## src/rtl/regfile_scoreboard.sv

```systemverilog
// Register file with two combinational read ports, a link write port and a
// per-register busy scoreboard for the ID stage hazard unit.
module regfile_scoreboard #(
    parameter int                DATA_W     = 32,
    parameter int                ADDR_W     = 5,
    parameter int                SP_INDEX   = 29,
    parameter logic [DATA_W-1:0] SP_RESET   = 32'h00000FFC,
    parameter int                LINK_INDEX = 31,
    parameter bit                BYPASS     = 1'b1
) (
    input  logic              clk,
    input  logic              reset,
    input  logic              freeze,
    input  logic [ADDR_W-1:0] rd_addr1,
    input  logic [ADDR_W-1:0] rd_addr2,
    output logic [DATA_W-1:0] rd_data1,
    output logic [DATA_W-1:0] rd_data2,
    output logic              busy1,
    output logic              busy2,
    input  logic              link,
    input  logic [DATA_W-1:0] link_data,
    input  logic              wr_en,
    input  logic [ADDR_W-1:0] wr_addr,
    input  logic [DATA_W-1:0] wr_data,
    input  logic              issue_en,
    input  logic [ADDR_W-1:0] issue_addr
);

    localparam int                NREG   = 2 ** ADDR_W;
    localparam logic [ADDR_W-1:0] LINK_A = ADDR_W'(LINK_INDEX);
    localparam logic [ADDR_W-1:0] ZERO_A = '0;

    logic [DATA_W-1:0] r_regs [NREG];
    logic [NREG-1:0]   r_busy;

    // Qualified write/issue strobes; register 0 is never a target.
    logic w_link_we;
    logic w_wr_we;
    logic w_wr_commit;
    logic w_issue_set;
    logic w_bypass_on;

    // Decode which updates are live this cycle.
    always_comb begin
        w_link_we   = link && (LINK_A != ZERO_A);
        w_wr_we     = wr_en && (wr_addr != ZERO_A);
        // A link to the same register takes precedence over the writeback.
        w_wr_commit = w_wr_we && !(w_link_we && (wr_addr == LINK_A));
        w_issue_set = issue_en && (issue_addr != ZERO_A);
        w_bypass_on = BYPASS && !freeze;
    end

    // Register array: reset loads SP, otherwise commit writes unless frozen.
    always_ff @(posedge clk) begin
        if (reset) begin
            for (int i = 0; i < NREG; i++) begin
                r_regs[i] <= (i == SP_INDEX) ? SP_RESET : '0;
            end
        end else if (!freeze) begin
            if (w_wr_commit) begin
                r_regs[wr_addr] <= wr_data;
            end
            if (w_link_we) begin
                r_regs[LINK_A] <= link_data;
            end
        end
    end

    // Scoreboard: writeback clears, issue sets; the later set wins on a tie.
    always_ff @(posedge clk) begin
        if (reset) begin
            r_busy <= '0;
        end else if (!freeze) begin
            if (w_wr_we) begin
                r_busy[wr_addr] <= 1'b0;
            end
            if (w_issue_set) begin
                r_busy[issue_addr] <= 1'b1;
            end
        end
    end

    // Read data with optional forwarding of this cycle's link/writeback.
    function automatic logic [DATA_W-1:0] read_port(input logic [ADDR_W-1:0] addr);
        logic [DATA_W-1:0] v;
        if (addr == ZERO_A) begin
            v = '0;
        end else if (w_bypass_on && w_link_we && (addr == LINK_A)) begin
            v = link_data;
        end else if (w_bypass_on && w_wr_we && (addr == wr_addr)) begin
            v = wr_data;
        end else begin
            v = r_regs[addr];
        end
        return v;
    endfunction

    // Busy status, hidden when this cycle's writeback retires the producer
    // and no new producer issues to the same register.
    function automatic logic busy_port(input logic [ADDR_W-1:0] addr);
        logic b;
        if (addr == ZERO_A) begin
            b = 1'b0;
        end else if (w_bypass_on && w_wr_we && (addr == wr_addr) &&
                     !(w_issue_set && (addr == issue_addr))) begin
            b = 1'b0;
        end else begin
            b = r_busy[addr];
        end
        return b;
    endfunction

    // Drive both read ports combinationally.
    always_comb begin
        rd_data1 = read_port(rd_addr1);
        rd_data2 = read_port(rd_addr2);
        busy1    = busy_port(rd_addr1);
        busy2    = busy_port(rd_addr2);
    end

endmodule

```

## config.mk

```make
export PLATFORM = sky130hd
export DESIGN_NAME = regfile_scoreboard
export DESIGN_NICKNAME = d
export VERILOG_FILES = /design/src/rtl/regfile_scoreboard.sv
export SDC_FILE = /design/constraint.sdc
export NUM_CORES = 2
export LEC_CHECK = 0
export ABC_AREA = 1
export BUFFER_PORTS_ARGS = -buffer_cell sky130_fd_sc_hd__buf_4
export CORE_UTILIZATION = 31
export CTS_CLUSTER_DIAMETER = 40
export DETAILED_ROUTE_END_ITERATION = 16
export HOLD_SLACK_MARGIN = 0.1
export PLACE_DENSITY_LB_ADDON = 0.25
export SYNTH_ARGS = -nofsm -noshare
export SYNTH_HDL_FRONTEND = slang
export SYNTH_SLANG_ARGS = --single-unit
```

## constraint.sdc

```tcl
create_clock -name clk -period 3.7 [get_ports clk]
set_clock_uncertainty 0.1 [all_clocks]
set_input_delay 0.555 -clock clk [delete_from_list [all_inputs] [get_ports clk]]
set_output_delay 0.555 -clock clk [all_outputs]
set_load 0.005 [all_outputs]
```

Word level (Yosys, flattened, before mapping)
Memory sizes are Yosys's and may differ from the RTL's.
Index checks and enable logic that the tools add are counted.
{ "word_totals": {"romBits": 0, "register_bits": 32, "n_memories": 1, "ram_bits": 1024, "latch_bits": 0, "out_inout_bits": 66, "wordCells": 80, "input_bits": 90} }
{ "classes": {"div": 0, "magnitude_cmp": 6, "bitwise": 4, "addsub": 0, "multipliers": 0, "eq_ne": 7, "mux": 36, "reduce_logical": 25, "n_shift": 0} }
{ "memory_table": {"columns": ["name", "words", "width", "read_ports", "rd_clocked_by_memory_dff", "wr", "line_no", "text"], "rows": [
  ["r_regs", 32, 32, 2, 0, 32, "33", "logic [DATA_W-1:0] r_regs [NREG];"]
]} }
{ "op_table": {"columns": ["cell", "count"], "rows": [
  ["2-to-1 mux 32 bit", 12],
  ["bitwise AND 32 bit", 1],
  ["NOT 32 bit", 1],
  ["OR 32 bit", 1],
  ["OR reduction 32 bit", 1],
  ["less-than comparator 5 x 6 -> 1 bit (second input constant)", 4],
  ["== test 5 bit", 4],
  ["2-to-1 mux 1 bit", 19],
  ["logical AND 1 bit", 16],
  ["== test 5 bit (second input constant)", 3],
  ["binary-select mux 1 bit (select 5 bit)", 2],
  ["demux 1 bit (select 5 bit)", 2],
  ["greater-or-equal comparator 5 x 1 -> 1 bit (second input constant)", 2],
  ["logical NOT 5 bit", 2],
  ["nonzero test 5 bit", 2],
  ["2-to-1 mux 5 bit", 1],
  ["logical NOT 1 bit", 4],
  ["OR 1 bit", 1]
]} }

Logic depth before layout (Yosys ltp)
{ "logic_depth": {"ltp_word": 11, "depth_mapped": 12, "mapped_depth_nobuf": 9} }

Worst setup path before layout
Ideal clock, no wire load.
{ "synth_timing": {"path_kind": "in2reg", "startpoint": "input wr_addr[2]", "endpoint": "memory r_regs[10][0] (enable)", "cell_stages": 9, "setup_ps": 389, "setup_slack_ps": 720, "t_arrival_ps": 2491, "cell_sequence": "buf_4 inv_2 nand4_1 nand2_1 buf_6 nor2_1 nand3_1 clkbuf_1 nand2_1"} }
{ "synth_lines": {"columns": ["item", "line_no", "text"], "rows": [
  ["from (decl)", "23", "input logic [ADDR_W-1:0] wr_addr,"],
  ["to (decl)", "33", null]
]} }

Final worst setup path
{ "layout_timing": {"startpoint": "input rd_addr2[1]", "endpoint": "output rd_data2[7]"} }
{ "layout_between": {"elab_chain_len": 5, "elab_cells_between_ends": 9, "cone_classes": "eq/ne: 2; mux: 3; reduce/logical: 3; memory: 1"} }
{ "layout_rtl": {"columns": ["item", "line_no", "text"], "rows": [
  ["from (decl)", "15", "input logic [ADDR_W-1:0] rd_addr2,"],
  ["branches (longest 4 deep; another with memory read (32 x 32 bit))", null, null],
  ["2-to-1 mux 32 bit *", "86", "if (addr == ZERO_A) begin"],
  ["to (decl)", "17", "output logic [DATA_W-1:0] rd_data2,"]
]} }
Mark *: on every way between the ends.

==> results.py <==
metrics = {
    "yosys": {
        "ys_seq_area_frac": 0.5317,
        "synth_cell_types": 28,
        "synth_seq_cells": 1056,
        "synth_xor_area_frac": 0.001929,
        "synthCells": 7423,
        "ys_warn_count": 0,
        "ys_async_sr_fraction": 0,
        "synthSimpleGateAreaFrac": 0.3273,
        "synth_edf_count": 1024,
        "synthAdderAreaFrac": 0,
        "syn_avg_cell_area_um2": 7.953,
        "netlist_area_um2": 59030,
        "synth_mux_area_frac": 0,
        "synth_compound_area_frac": 0.07448,
        "synth_top_family_by_area": "simple AND/OR/NAND/NOR gates",
        "synthFlopType": "edfxtp_1",
    },
    "setup_path": {
        "worstSetupPathType": "in2out",
        "endpoint_kind": "primary output",
        "r2r_end": "r_busy[29]",
        "startpoint": "rd_addr2[1]",
        "rrSetupSlack_ns": 2.76,
        "crit_fanout": 26,
        "cp_data_arrival_time_ns": 3.01,
        "r2r_cells": 3,
        "r2r-start": "r_busy[29]",
        "crit_required_ns": 3.04,
        "worstSetupStartpointType": "input port",
    },
    "sta": {
        "hold_viol_final": 0,
        "timing.setup.tns_ns": 0,
        "fin_crit_ns": 3.663,
        "rsz0062_at_grt": "false",
        "worstMarginPinSlew_ns": 1.035,
        "relSlewSlack": 0.3091,
        "finalCritPeriodShare": 0.9901,
        "fmax_mhz": 273.0,
        "drv_slew": 0,
        "setup_violations": 0,
        "hold-worst-slack_ns": 0.1424,
        "worst_slack_ns": 0.03669,
    },
    "clocking": {
        "cts-root-buf": "clkbuf_16",
        "clkTransAtPathRegs_ns": 0.05,
        "cts_tree": "done",
        "cts_sinks": 1056,
        "cts_max_level": 4,
        "clock_latency_ns": 0.80,
        "post_cts.repair.setup_buffers": 0,
        "cts_buffer_depth": 3,
        "cts_inserted_buffers": 200,
    },
    "cells_and_area": {
        "seq_area_um2": 31390,
        "multiInputGateArea_um2": 24230,
        "final_cell_mix": "nand2_1 (1768), nand3_1 (1675), edfxtp_1 (1024)",
        "num-nets-final": 7614,
        "drive_gt1_frac": 0.1217,
        "syn2layout_area_growth_pct": 22.75,
        "fillCellCount": 18820,
        "design_area_um2": 72460,
        "final_common_cell": "nand2_1",
    },
    "floorplan": {
        "core_area_um2": 188400,
        "num_io_pins": 156,
        "rows": 159,
        "start_util": 0.3133,
        "die_h_um": 438.4,
        "dieArea_um2": 192200,
        "die_width_um": 438.4,
    },
    "place": {
        "dp.final_hpwl_um": 176500,
        "place_area_um2": 65250,
        "gp_congestion": 0.9490,
        "port_buffers": 155,
        "place_ws_ns": -0.2417,
    },
    "flow_run": {
        "max_cap_viol_count": 0,
    },
    "power_and_ir_drop": {
        "leakage_uw": 0.02872,
        "vdd_drop_max_mv": 0.5500,
        "total_power_uw": 37520,
        "pwr_density_cell_nw_per_um2": 517.8,
    },
    "drt": {
        "vias": 59230,
        "wl_per_cell_um": 28.22,
        "first_pass_iters": 6,
        "drc": 0,
        "initialDrtViolationCount": 10030,
        "drtAntennaViolNets": 0,
        "via_per_inst": 5.813,
        "drt_wl_total_um": 287600,
    },
    "outcome": {
        "status": "completed",
    },
    "global_route": {
        "grt_pass1_vias": 55190,
        "grt_max_degree": 84,
        "antenna_found_initial": 15,
        "grt_usage": 0.2912,
        "overflow": 0,
        "grt_pass1_wl_um": 404100,
    },
    "min_path": {
        "holdPathStages": 3,
        "hold_class": "in2reg",
        "worstHoldStart": "wr_data[7]",
        "holdPathEnd": "r_regs[16][7]",
    },
}
==> routing by layer <==
layer | vias up | GRT usage | part of all wire
li1 | 25480 | - | -
met1 | 28470 | 0.3760 | 0.37
met2 | 4360 | 0.4340 | 0.43
met3 | 905 | 0.07803 | 0.13
met4 | 16 | 0.1758 | 0.067
met5 | - | 0 | 0.00033
==> power by group <==
part | switching, µW | internal [µW]
combinational | 3430 | 1440
clock | 6750 | 11800
sequential | 326 | 13800
total | 10500 | 27000
==> cell families after synthesis <==
logic type / Yosys count
AND/OR/NAND/NOR: 4554
buffers and inverters: 959
flip-flops: 1056
other: 1
AO/OA/AOI/OAI: 840
XOR/XNOR: 13
==> state kept, by name, indices dropped and copies added, names as in the netlist <==
signal and cells:
r_busy 32, r_regs 1024
==> how the worst max path moves through the flow <==
stage	slack, ns	to	cells after the start
6_report	0.04	rd_data2[7]	13
2_1_floorplan	0.72	r_regs[10][0]	9
3_3_place_gp	-0.37	busy2	9
4_1_cts	0.005	busy2	9
5_1_grt	0.009	rd_data2[18]	13
3_5_place_dp	-0.24	busy2	9
==> through the flow <==
step | instances | utilization
floorplan | 7454 | -
global placement | 9780 | 0.3464
detailed placement | 9780 | 0.3464
CTS | 10190 | 0.3845
finish | 10190 | 0.3846
global route | 10190 | 0.3846
==> worst max-delay path: stages <==
cell and delay (ns):
buf_6 0.15, inv_8 0.27, buf_12 0.27, buf_12 0.20, nand3_1 0.09, nand3_1 0.11
nand3_1 0.16, nand3_1 0.27, nand2_1 0.10, a21oi_2 0.38, buf_4 0.21, nor2_1 0.04
buf_4 0.14
==> synth_stat cells, types with 8 or more instances <==
library cell / number / share of area
o21ai_0: 406 / 0.034
nor3_1: 16 / 0.0014
a21oi_1: 356 / 0.030
inv_1: 250 / 0.016
nand3_1: 1708 / 0.14
nor2_1: 1013 / 0.064
buf_2: 150 / 0.013
clkbuf_1: 474 / 0.030
edfxtp_1: 1024 / 0.52
o211ai_1: 69 / 0.0088
buf_1: 70 / 0.0045
nand2_1: 1801 / 0.11
dfxtp_1: 32 / 0.011
xnor2_1: 8 / 0.0012
==> cell type report <==
type,count,area share
flip-flops and latches,1056,0.4332
multi-input cells,5439,0.3344
repair buffers,565,0.08126
clock buffers,235,0.07205
well taps,2495,0.04308
clock inverters,136,0.02182
inverters,262,0.01414
diodes,2,0.00006907
==> timing repair <==
action / 4_1_cts / 5_1_grt
setup endpoints to repair: 1 / 2
resized for setup: 3 / 6
hold buffers: 38 / 0
pin swaps: 2 / 2
endpoints found under the hold margin: 55 / 0
Note: power is estimated with default switching activity, not from simulation.
